<file path="config.mk">
export PLATFORM = sky130hd
export DESIGN_NAME = mem_access_unit
export DESIGN_NICKNAME = d
export VERILOG_FILES = /design/src/rtl/mem_access_unit.sv
export SDC_FILE = /design/constraint.sdc
export NUM_CORES = 1
export LEC_CHECK = 0
export ABC_AREA = 1
export CAP_MARGIN = 5
export CORE_MARGIN = 5
export CORE_UTILIZATION = 40
export DETAILED_ROUTE_END_ITERATION = 6
export PLACE_DENSITY = 0.88
export SETUP_SLACK_MARGIN = 0.15
export SLEW_MARGIN = 0
export SYNTH_ARGS = -nofsm -noshare
export SYNTH_HDL_FRONTEND = slang
export SYNTH_SLANG_ARGS = --single-unit
</file>
<file path="constraint.sdc">
create_clock -name clk -period 4.9 [get_ports clk]
set_clock_uncertainty 0.2 [all_clocks]
set_input_delay 0.98 -clock clk [delete_from_list [all_inputs] [get_ports clk]]
set_output_delay 0.98 -clock clk [all_outputs]
set_load 0.01 [all_outputs]
</file>
<file path="src/rtl/mem_access_unit.sv">
// Memory-stage load/store unit: turns an M-stage load or store into one
// request/response bus transaction, aligns load data and stalls until done.
module mem_access_unit #(
  parameter int AW = 32
) (
  input  logic          clk,
  input  logic          rst,
  input  logic          memenM,
  input  logic [5:0]    opM,
  input  logic [31:0]   aluoutM,
  input  logic [31:0]   writedataM,
  input  logic          pipe_stall,
  output logic [31:0]   readdataM,
  output logic          stall_memM,
  output logic          adelM,
  output logic          adesM,
  output logic [31:0]   badvaddrM,
  output logic          data_req,
  output logic          data_wr,
  output logic [1:0]    data_size,
  output logic [AW-1:0] data_addr,
  output logic [3:0]    data_wstrb,
  output logic [31:0]   data_wdata,
  input  logic          data_addr_ok,
  input  logic          data_data_ok,
  input  logic [31:0]   data_rdata,
  output logic [1:0]    dbg_state
);

  localparam logic [5:0] OP_LB  = 6'h20;
  localparam logic [5:0] OP_LH  = 6'h21;
  localparam logic [5:0] OP_LW  = 6'h23;
  localparam logic [5:0] OP_LBU = 6'h24;
  localparam logic [5:0] OP_LHU = 6'h25;
  localparam logic [5:0] OP_SB  = 6'h28;
  localparam logic [5:0] OP_SH  = 6'h29;
  localparam logic [5:0] OP_SW  = 6'h2B;

  typedef enum logic [1:0] {
    S_IDLE = 2'd0,
    S_ADDR = 2'd1,
    S_DATA = 2'd2,
    S_DONE = 2'd3
  } state_t;

  state_t      state_q;
  logic [31:0] rdata_q;

  logic        is_load;
  logic        is_store;
  logic        addr_err;
  logic        valid;
  logic [1:0]  size;
  logic [31:0] raw_word;
  logic [7:0]  sel_byte;
  logic [15:0] sel_half;

  always_comb begin
    is_load  = 1'b0;
    is_store = 1'b0;
    size     = 2'd0;
    case (opM)
      OP_LB, OP_LBU: begin is_load  = 1'b1; size = 2'd0; end
      OP_LH, OP_LHU: begin is_load  = 1'b1; size = 2'd1; end
      OP_LW:         begin is_load  = 1'b1; size = 2'd2; end
      OP_SB:         begin is_store = 1'b1; size = 2'd0; end
      OP_SH:         begin is_store = 1'b1; size = 2'd1; end
      OP_SW:         begin is_store = 1'b1; size = 2'd2; end
      default:       begin is_load  = 1'b0; is_store = 1'b0; size = 2'd0; end
    endcase
  end

  always_comb begin
    addr_err = ((size == 2'd1) && aluoutM[0]) ||
               ((size == 2'd2) && (aluoutM[1:0] != 2'b00));
    adelM     = memenM && is_load  && addr_err;
    adesM     = memenM && is_store && addr_err;
    badvaddrM = (adelM || adesM) ? aluoutM : 32'h0;
    valid     = memenM && (is_load || is_store) && !addr_err;
  end

  // Bus request fields come straight from the M inputs, which the pipeline
  // holds stable for as long as stall_memM keeps it frozen.
  always_comb begin
    data_req   = rst && (((state_q == S_IDLE) && valid) || (state_q == S_ADDR));
    data_wr    = is_store;
    data_size  = size;
    data_addr  = aluoutM[AW-1:0];
    data_wstrb = 4'b0000;
    data_wdata = writedataM;
    if (is_store) begin
      case (size)
        2'd0: begin
          data_wstrb = 4'b0001 << aluoutM[1:0];
          data_wdata = {4{writedataM[7:0]}};
        end
        2'd1: begin
          data_wstrb = aluoutM[1] ? 4'b1100 : 4'b0011;
          data_wdata = {2{writedataM[15:0]}};
        end
        default: begin
          data_wstrb = 4'b1111;
          data_wdata = writedataM;
        end
      endcase
    end
  end

  always_comb begin
    stall_memM = valid && !((state_q == S_DATA) && data_data_ok) &&
                 (state_q != S_DONE);
  end

  always_comb begin
    raw_word = 32'h0;
    if (((state_q == S_DATA) || (state_q == S_IDLE)) && data_data_ok)
      raw_word = data_rdata;
    else if (state_q == S_DONE)
      raw_word = rdata_q;
    sel_byte = 8'(raw_word >> {aluoutM[1:0], 3'b000});
    sel_half = aluoutM[1] ? raw_word[31:16] : raw_word[15:0];
    case (opM)
      OP_LB:   readdataM = {{24{sel_byte[7]}}, sel_byte};
      OP_LBU:  readdataM = {24'h0, sel_byte};
      OP_LH:   readdataM = {{16{sel_half[15]}}, sel_half};
      OP_LHU:  readdataM = {16'h0, sel_half};
      default: readdataM = raw_word;
    endcase
  end

  // A data_ok seen in IDLE or ADDR belongs to no request of ours and is dropped.
  always_ff @(posedge clk or negedge rst) begin
    if (!rst) begin
      state_q <= S_IDLE;
      rdata_q <= 32'h0;
    end else begin
      case (state_q)
        S_IDLE: begin
          if (valid) state_q <= data_addr_ok ? S_DATA : S_ADDR;
        end
        S_ADDR: begin
          if (data_addr_ok) state_q <= S_DATA;
        end
        S_DATA: begin
          if (data_data_ok) begin
            rdata_q <= data_rdata;
            state_q <= pipe_stall ? S_DONE : S_IDLE;
          end
        end
        S_DONE: begin
          if (!pipe_stall) state_q <= S_IDLE;
        end
        default: state_q <= S_IDLE;
      endcase
    end
  end

  assign dbg_state = state_q;

endmodule

</file>
==> out/results.ini, run 1 <==
[run_status]
status = completed

[synthesis]
synth_edf_count = 0
ys_top_cells_by_area = dfrtp_1 23%, nand2_1 13%, inv_1 10%
synthXorXnorAreaFrac = 0
synth_top_area_frac = 0.226
ys_types = 34
ys_ff_latch = 34
yosysWarnings = 0
ys_seq_area_frac = 0.226
yosys.area_share.simple = 0.331
syn_area_per_cell_um2 = 6.26
synth_top_area_cell = dfrtp_1
synth_flop_cell = dfrtp_1
synth_fa_ha_area_frac = 0
synth_top_family_by_area = simple AND/OR/NAND/NOR gates
syn_inst = 600
syn_nets = 708
mappedNetlistArea_um2 = 3760
synth-compound-area-share = 0.178
synth.area.mux_share = 0.0316
synthArstFlopShare = 1.00

[floorplanning]
die_area_um2 = 11400
core_area_um2 = 9200
die_w_um = 107
ioPinCount = 249
rows = 35
die_y_um = 107
start_util = 0.409

[sta]
tns_ps = 0
timing.final.max_slew_violations = 0
relSlewSlack = 0.308
worstMarginPinSlew_ps = 1030
rsz0062_at_grt = no
post-route-period-util = 0.941
setup_ws_ps = 288
fin_hold_ws_ps = 336
setup-violations-final = 0
hold_viol = 0
fmax_mhz = 217
finalCriticalPeriod_ps = 4610

[worst_hold_path]
hp-class = reg -> reg
hp-start = rdata_q[3]

[grt]
antenna_found_initial = 0
grt_pass1_vias = 4635
grt_pass1_wl_mm = 24.3
track_usage = 0.264
grt-ovfl-total = 0
grt_max_degree = 35

[detailed_routing]
dr.pass1.iters = 5
wl_mm = 15.9
drt-initial-drc-count = 381
antenna_left = 0
drt-wirelength-per-cell_um = 17.4
drc_errors = 0
vias = 4845
post_drt_via_cell_ratio = 5.28

[setup_path]
crit_type = in -> out
r2r_start = dbg_state[1]
critical_path_required_ps = 3720
crit_fanout = 16
end_kind = output pin
crit_path_start_kind = input pin
crit_start = data_data_ok
cp.arrival_ps = 3430

[job]
maxCapViolCount = 0

[cts]
htree_levels = 2
numCtsBuffers = 5
clock_latency_ps = 290
cts_hold_buf = 0
tritoncts = done
cts-resized-gates = 0
post-cts-setup-buffers = 0
clk_path_buf_depth = 2
clkTransAtPathRegs_ps = 70
root_buffer = clkbuf_8
cts.sink_count = 34

[pwr]
leakage_nw = 2.90
p_total_mw = 1.63
ir_drop_uv = 359
power_per_cell_area_nw_per_um2 = 264

[placed_design]
pre_cts_ws_ps = 334
placed_cells = 909
dp.final_hpwl_mm = 13.0
place_area_um2 = 6050
port_buffers = 248
place_congestion = 0.979

[layout]
drive_gt1_frac = 0.104
fill_cells = 771
final_area_um2 = 6150
fin_cells = 917
syn_to_final_growth_pct = 63.6
mostFrequentLayoutCell = clkdlybuf4s50_1
final_util = 0.669
diodes = 0
layout_common_cells = 248 x clkdlybuf4s50_1, 127 x nand2_1, 103 x inv_1, 59 x o21ai_0, 51 x nand3_1
layout.nets = 913

==> Yosys cell counts (10+ instances only) <==
library cell / number
nand3_1: 51
o21ai_0: 59
buf_4: 43
inv_1: 103
a21oi_1: 10
nand2_1: 127
nor2_2: 28
nor2_1: 26
o22ai_1: 36
clkbuf_1: 14
dfrtp_1: 34
==> worst max-delay path, stage by stage <==
cell and delay, ps:
clkdlybuf4s50_1 470, nand2_2 70, inv_2 220, nand2_1 130, o21ai_0 190, mux2i_1 120, inv_1 90, nand2_1 340
nand3_1 240, clkdlybuf4s50_1 560
==> layer usage <==
metal | vias up | global-route usage | share of wire
met4 | 0 | 0.0886 | 0.033
met5 | - | 0 | 0
li1 | 2301 | - | -
met1 | 2185 | 0.321 | 0.36
met3 | 39 | 0.0542 | 0.10
met2 | 320 | 0.464 | 0.50
==> path summary, 6_finish.rpt <==
path / endpoint / cells after the start / slack (ps)
setup / recovery: readdataM[22] / 10 / 290
setup reg to reg: rdata_q[28] / 4 / 2330
min in group asynchronous: rdata_q[21] / 2 / 960
hold reg to reg: rdata_q[3] / 2 / 340
hold / removal: rdata_q[3] / 2 / 340
max in group asynchronous: rdata_q[5] / 2 / 3230
==> logic make-up after synthesis <==
kind of cell	count (synthesis)
AOI/OAI and AO/OA	120
buffers and inverters	175
DFF	34
muxes	11
and+or+nand+nor	260
==> where the power goes <==
group / switching [mW] / total, mW / internal, mW
Clock: 0.117 / 0.230 / 0.113
Combinational: 0.506 / 0.935 / 0.429
Sequential: 0.0471 / 0.461 / 0.414
==> flip-flops by register name (all words and copies together), names as in the netlist <==
signal     cells
rdata_q       32
dbg_state      2
==> layout make-up <==
type                    instances  area, µm²  share of cell area
flip-flops and latches         34        851               0.138
multi-input cells             391       2040               0.331
repair buffers                265       2620               0.427
inverters                     108        405              0.0659
clock buffers                   6       82.6              0.0134
well taps                     111        139              0.0226
clock inverters                 2       12.5             0.00204
Power figures use the tool's default switching activity.
==> run 2: changes to the inputs <==
--- a/config.mk
+++ b/config.mk
@@ -5,8 +5,7 @@
 export SDC_FILE = /design/constraint.sdc
 export NUM_CORES = 1
 export LEC_CHECK = 0
-export ABC_AREA = 1
-export CAP_MARGIN = 5
+export CAP_MARGIN = 25
 export CORE_MARGIN = 5
 export CORE_UTILIZATION = 40
 export DETAILED_ROUTE_END_ITERATION = 6
==> run 2 against run 1 <==
Against the previous run:
- the flow now finishes with violations (design-rule violations)
- final area rose by 2.0%
- cell count is 16% lower
- clock power decreased by 3%
- sequential power grew 19%
- core utilization is 0.68 points higher
- critical path depth is 2 lower
- combinational power decreased by 15%
- critical path type unchanged
- highest routed layer unchanged
==> out/results.ini, run 2 <==
[run_status]
status = finished, violations left
violations = design-rule violations

[cts]
clock_latency_ps = 300
clkTransAtPathRegs_ps = 70
root_buffer = clkbuf_8
tritoncts = done
cts.sink_count = 34
cts_hold_buf = 0
clk_path_buf_depth = 2
htree_levels = 2
numCtsBuffers = 5

[layout]
layout.nets = 747
final_util = 0.675
drive_gt1_frac = 0.148
largest-register = rdata_q
largest_reg_flops = 32
seqCellArea_um2 = 851
multiInputGateArea_um2 = 2430
layout_common_cells = 248 x clkdlybuf4s50_1, 48 x mux2_2, 35 x and2_1, 34 x dfrtp_1, 27 x buf_4
diodes = 0
syn_to_final_growth_pct = 64.0
fill_cells = 748
mostFrequentLayoutCell = clkdlybuf4s50_1

[setup_path]
crit_fanout = 13
critical_path_required_ps = 3720
crit_start = opM[4]
end_kind = output pin
rr_worst_depth = 5
r2r_start = dbg_state[0]
cp.arrival_ps = 3540
r2r_slack_ps = 2040
reg2reg_to = rdata_q[30]
crit_path_start_kind = input pin
crit_type = in -> out
cp-endpoint = readdataM[17]

[grt]
grt-ovfl-total = 0
track_usage = 0.259
grt_pass1_wl_mm = 24.0
grt_max_degree = 42
antenna_found_initial = 0
grt_pass1_vias = 4309

[synthesis]
ys_types = 59
synth_top_area_cell = dfrtp_1
syn_inst = 440
ys_top_cells_by_count = 48 x mux2_2, 41 x buf_4, 35 x and2_1
ys_top_cells_by_area = dfrtp_1 22%, mux2_2 14%, buf_4 8.0%
mappedNetlistArea_um2 = 3820
ys_ff_latch = 34
yosysWarnings = 0
synth_top_area_frac = 0.223
synth_flop_cell = dfrtp_1
syn_nets = 548
ys_seq_area_frac = 0.223
synth_edf_count = 0
yosysMostFrequentCell = mux2_2
syn_area_per_cell_um2 = 8.69
synthArstFlopShare = 1.00

[floorplanning]
rows = 35
die_w_um = 108
ioPinCount = 249
core_area_um2 = 9280
start_util = 0.412
die_y_um = 108
die_area_um2 = 11600

[job]
maxCapViolCount = 0

[placed_design]
port_buffers = 248
dp.final_hpwl_mm = 12.7
place_congestion = 0.925

[detailed_routing]
drt-wirelength-per-cell_um = 21.0
wl_mm = 16.2
drt-initial-drc-count = 467
dr.pass1.iters = 7
antenna_left = 0
drc_errors = 11
post_drt_via_cell_ratio = 5.99
vias = 4607

[pwr]
power_frac_comb = 0.507
seq_power_share = 0.350
ir_drop_uv = 212
cell_internal_pwr_mw = 1.00
leakage_nw = 2.59
power_per_cell_area_nw_per_um2 = 250
switchingPower_mw = 0.565
p_total_mw = 1.57
clockPowerShare = 0.143
swShare = 0.361

[sta]
setup-violations-final = 0
tns_ps = 0
post-route-period-util = 0.964
rsz0062_at_grt = yes
relSlewSlack = 0.481
hold_viol = 0
fmax_mhz = 212
timing.final.max_slew_violations = 0
finalCriticalPeriod_ps = 4720
worstMarginPinSlew_ps = 776

[worst_hold_path]
hp-start = rdata_q[18]
hp-class = reg -> reg

==> run 2: cell count changes after synthesis, sizes merged, moves of 10 or more <==
| cell | before | now |
|---|---|---|
| nand2 | 130 | 18 |
| inv | 107 | 7 |
| o21ai | 66 | 19 |
| nand3 | 53 | 7 |
| nor2 | 58 | 13 |
| mux2 | 7 | 48 |
| and2 | 0 | 35 |
| o22ai | 36 | 10 |
| a22oi | 0 | 20 |
| a21o | 0 | 19 |
| a221oi | 0 | 15 |
| buf | 53 | 64 |
| a211o | 0 | 10 |
==> run 2: layout make-up <==
| class | count | area share |
|---|---|---|
| repair buffers | 276 | 0.431 |
| multi-input cells | 315 | 0.388 |
| flip-flops and latches | 34 | 0.136 |
| well taps | 129 | 0.0257 |
| clock buffers | 7 | 0.0138 |
| inverters | 7 | 0.00419 |
| clock inverters | 1 | 0.000798 |
==> run 2: worst min path at each step <==
stage	end	slack [ps]	cells after the start
CTS	rdata_q[19]	310	1
finish	rdata_q[18]	310	1
detailed placement	rdata_q[19]	290	1
global route	rdata_q[24]	320	1
global placement	rdata_q[21]	280	1
floorplan	rdata_q[18]	270	1
==> run 2: stage by stage <==
step | area [µm²] | hold WS [ps] | instances | worst slack [ps]
floorplan | 3820 | 272 | 440 | 1300
global placement | 6130 | 281 | 755 | 226
detailed placement | 6130 | 292 | 755 | 26.3
CTS | 6220 | 306 | 763 | 209
global route | 6270 | 319 | 769 | 90.6
finish | 6270 | 310 | 769 | 179
==> run 2: critical path: stages <==
cell and delay [ps]:
clkdlybuf4s50_1 530, nor3b_2 230, nor4b_1 360, buf_4 190
o31a_2 330, buf_4 240, a21o_1 110, clkdlybuf4s50_1 540
==> run 2: power groups by stage <==
stage | registers (mW) | clock network, mW | logic (mW)
2_1_floorplan | 0.494 | 0 | 0.477
4_1_cts | 0.541 | 0.225 | 0.791
3_3_place_gp | 0.533 | 0 | 0.763
6_report | 0.547 | 0.224 | 0.794
3_5_place_dp | 0.546 | 0 | 0.786
5_1_grt | 0.562 | 0.236 | 0.851
==> run 2: what timing repair did <==
action / in CTS / in global routing
buffers inserted: 0 / 6
cloned: 0 / 0
pin swaps: 0 / 3
setup endpoints to repair: 8 / 28
resized for setup: 1 / 0
==> run 2: metal layers <==
metal  vias up  routed length [µm]  track usage
met5         -                   0            0
met4         0                 487       0.0794
met3        50                1500       0.0504
met1      2192                6150        0.320
met2       322                8030        0.452
li1       2043                   -            -
==> run 2: cells by family (layout without fill, tap and decap cells) <==
group                  Yosys count  in the layout  share of synthesized area
muxes                           52             52                      0.152
buffers and inverters           91            291                      0.145
DFF                             34             34                      0.223
AOI/OAI and AO/OA              143            143                      0.282
and+or+nand+nor                120            120                      0.199
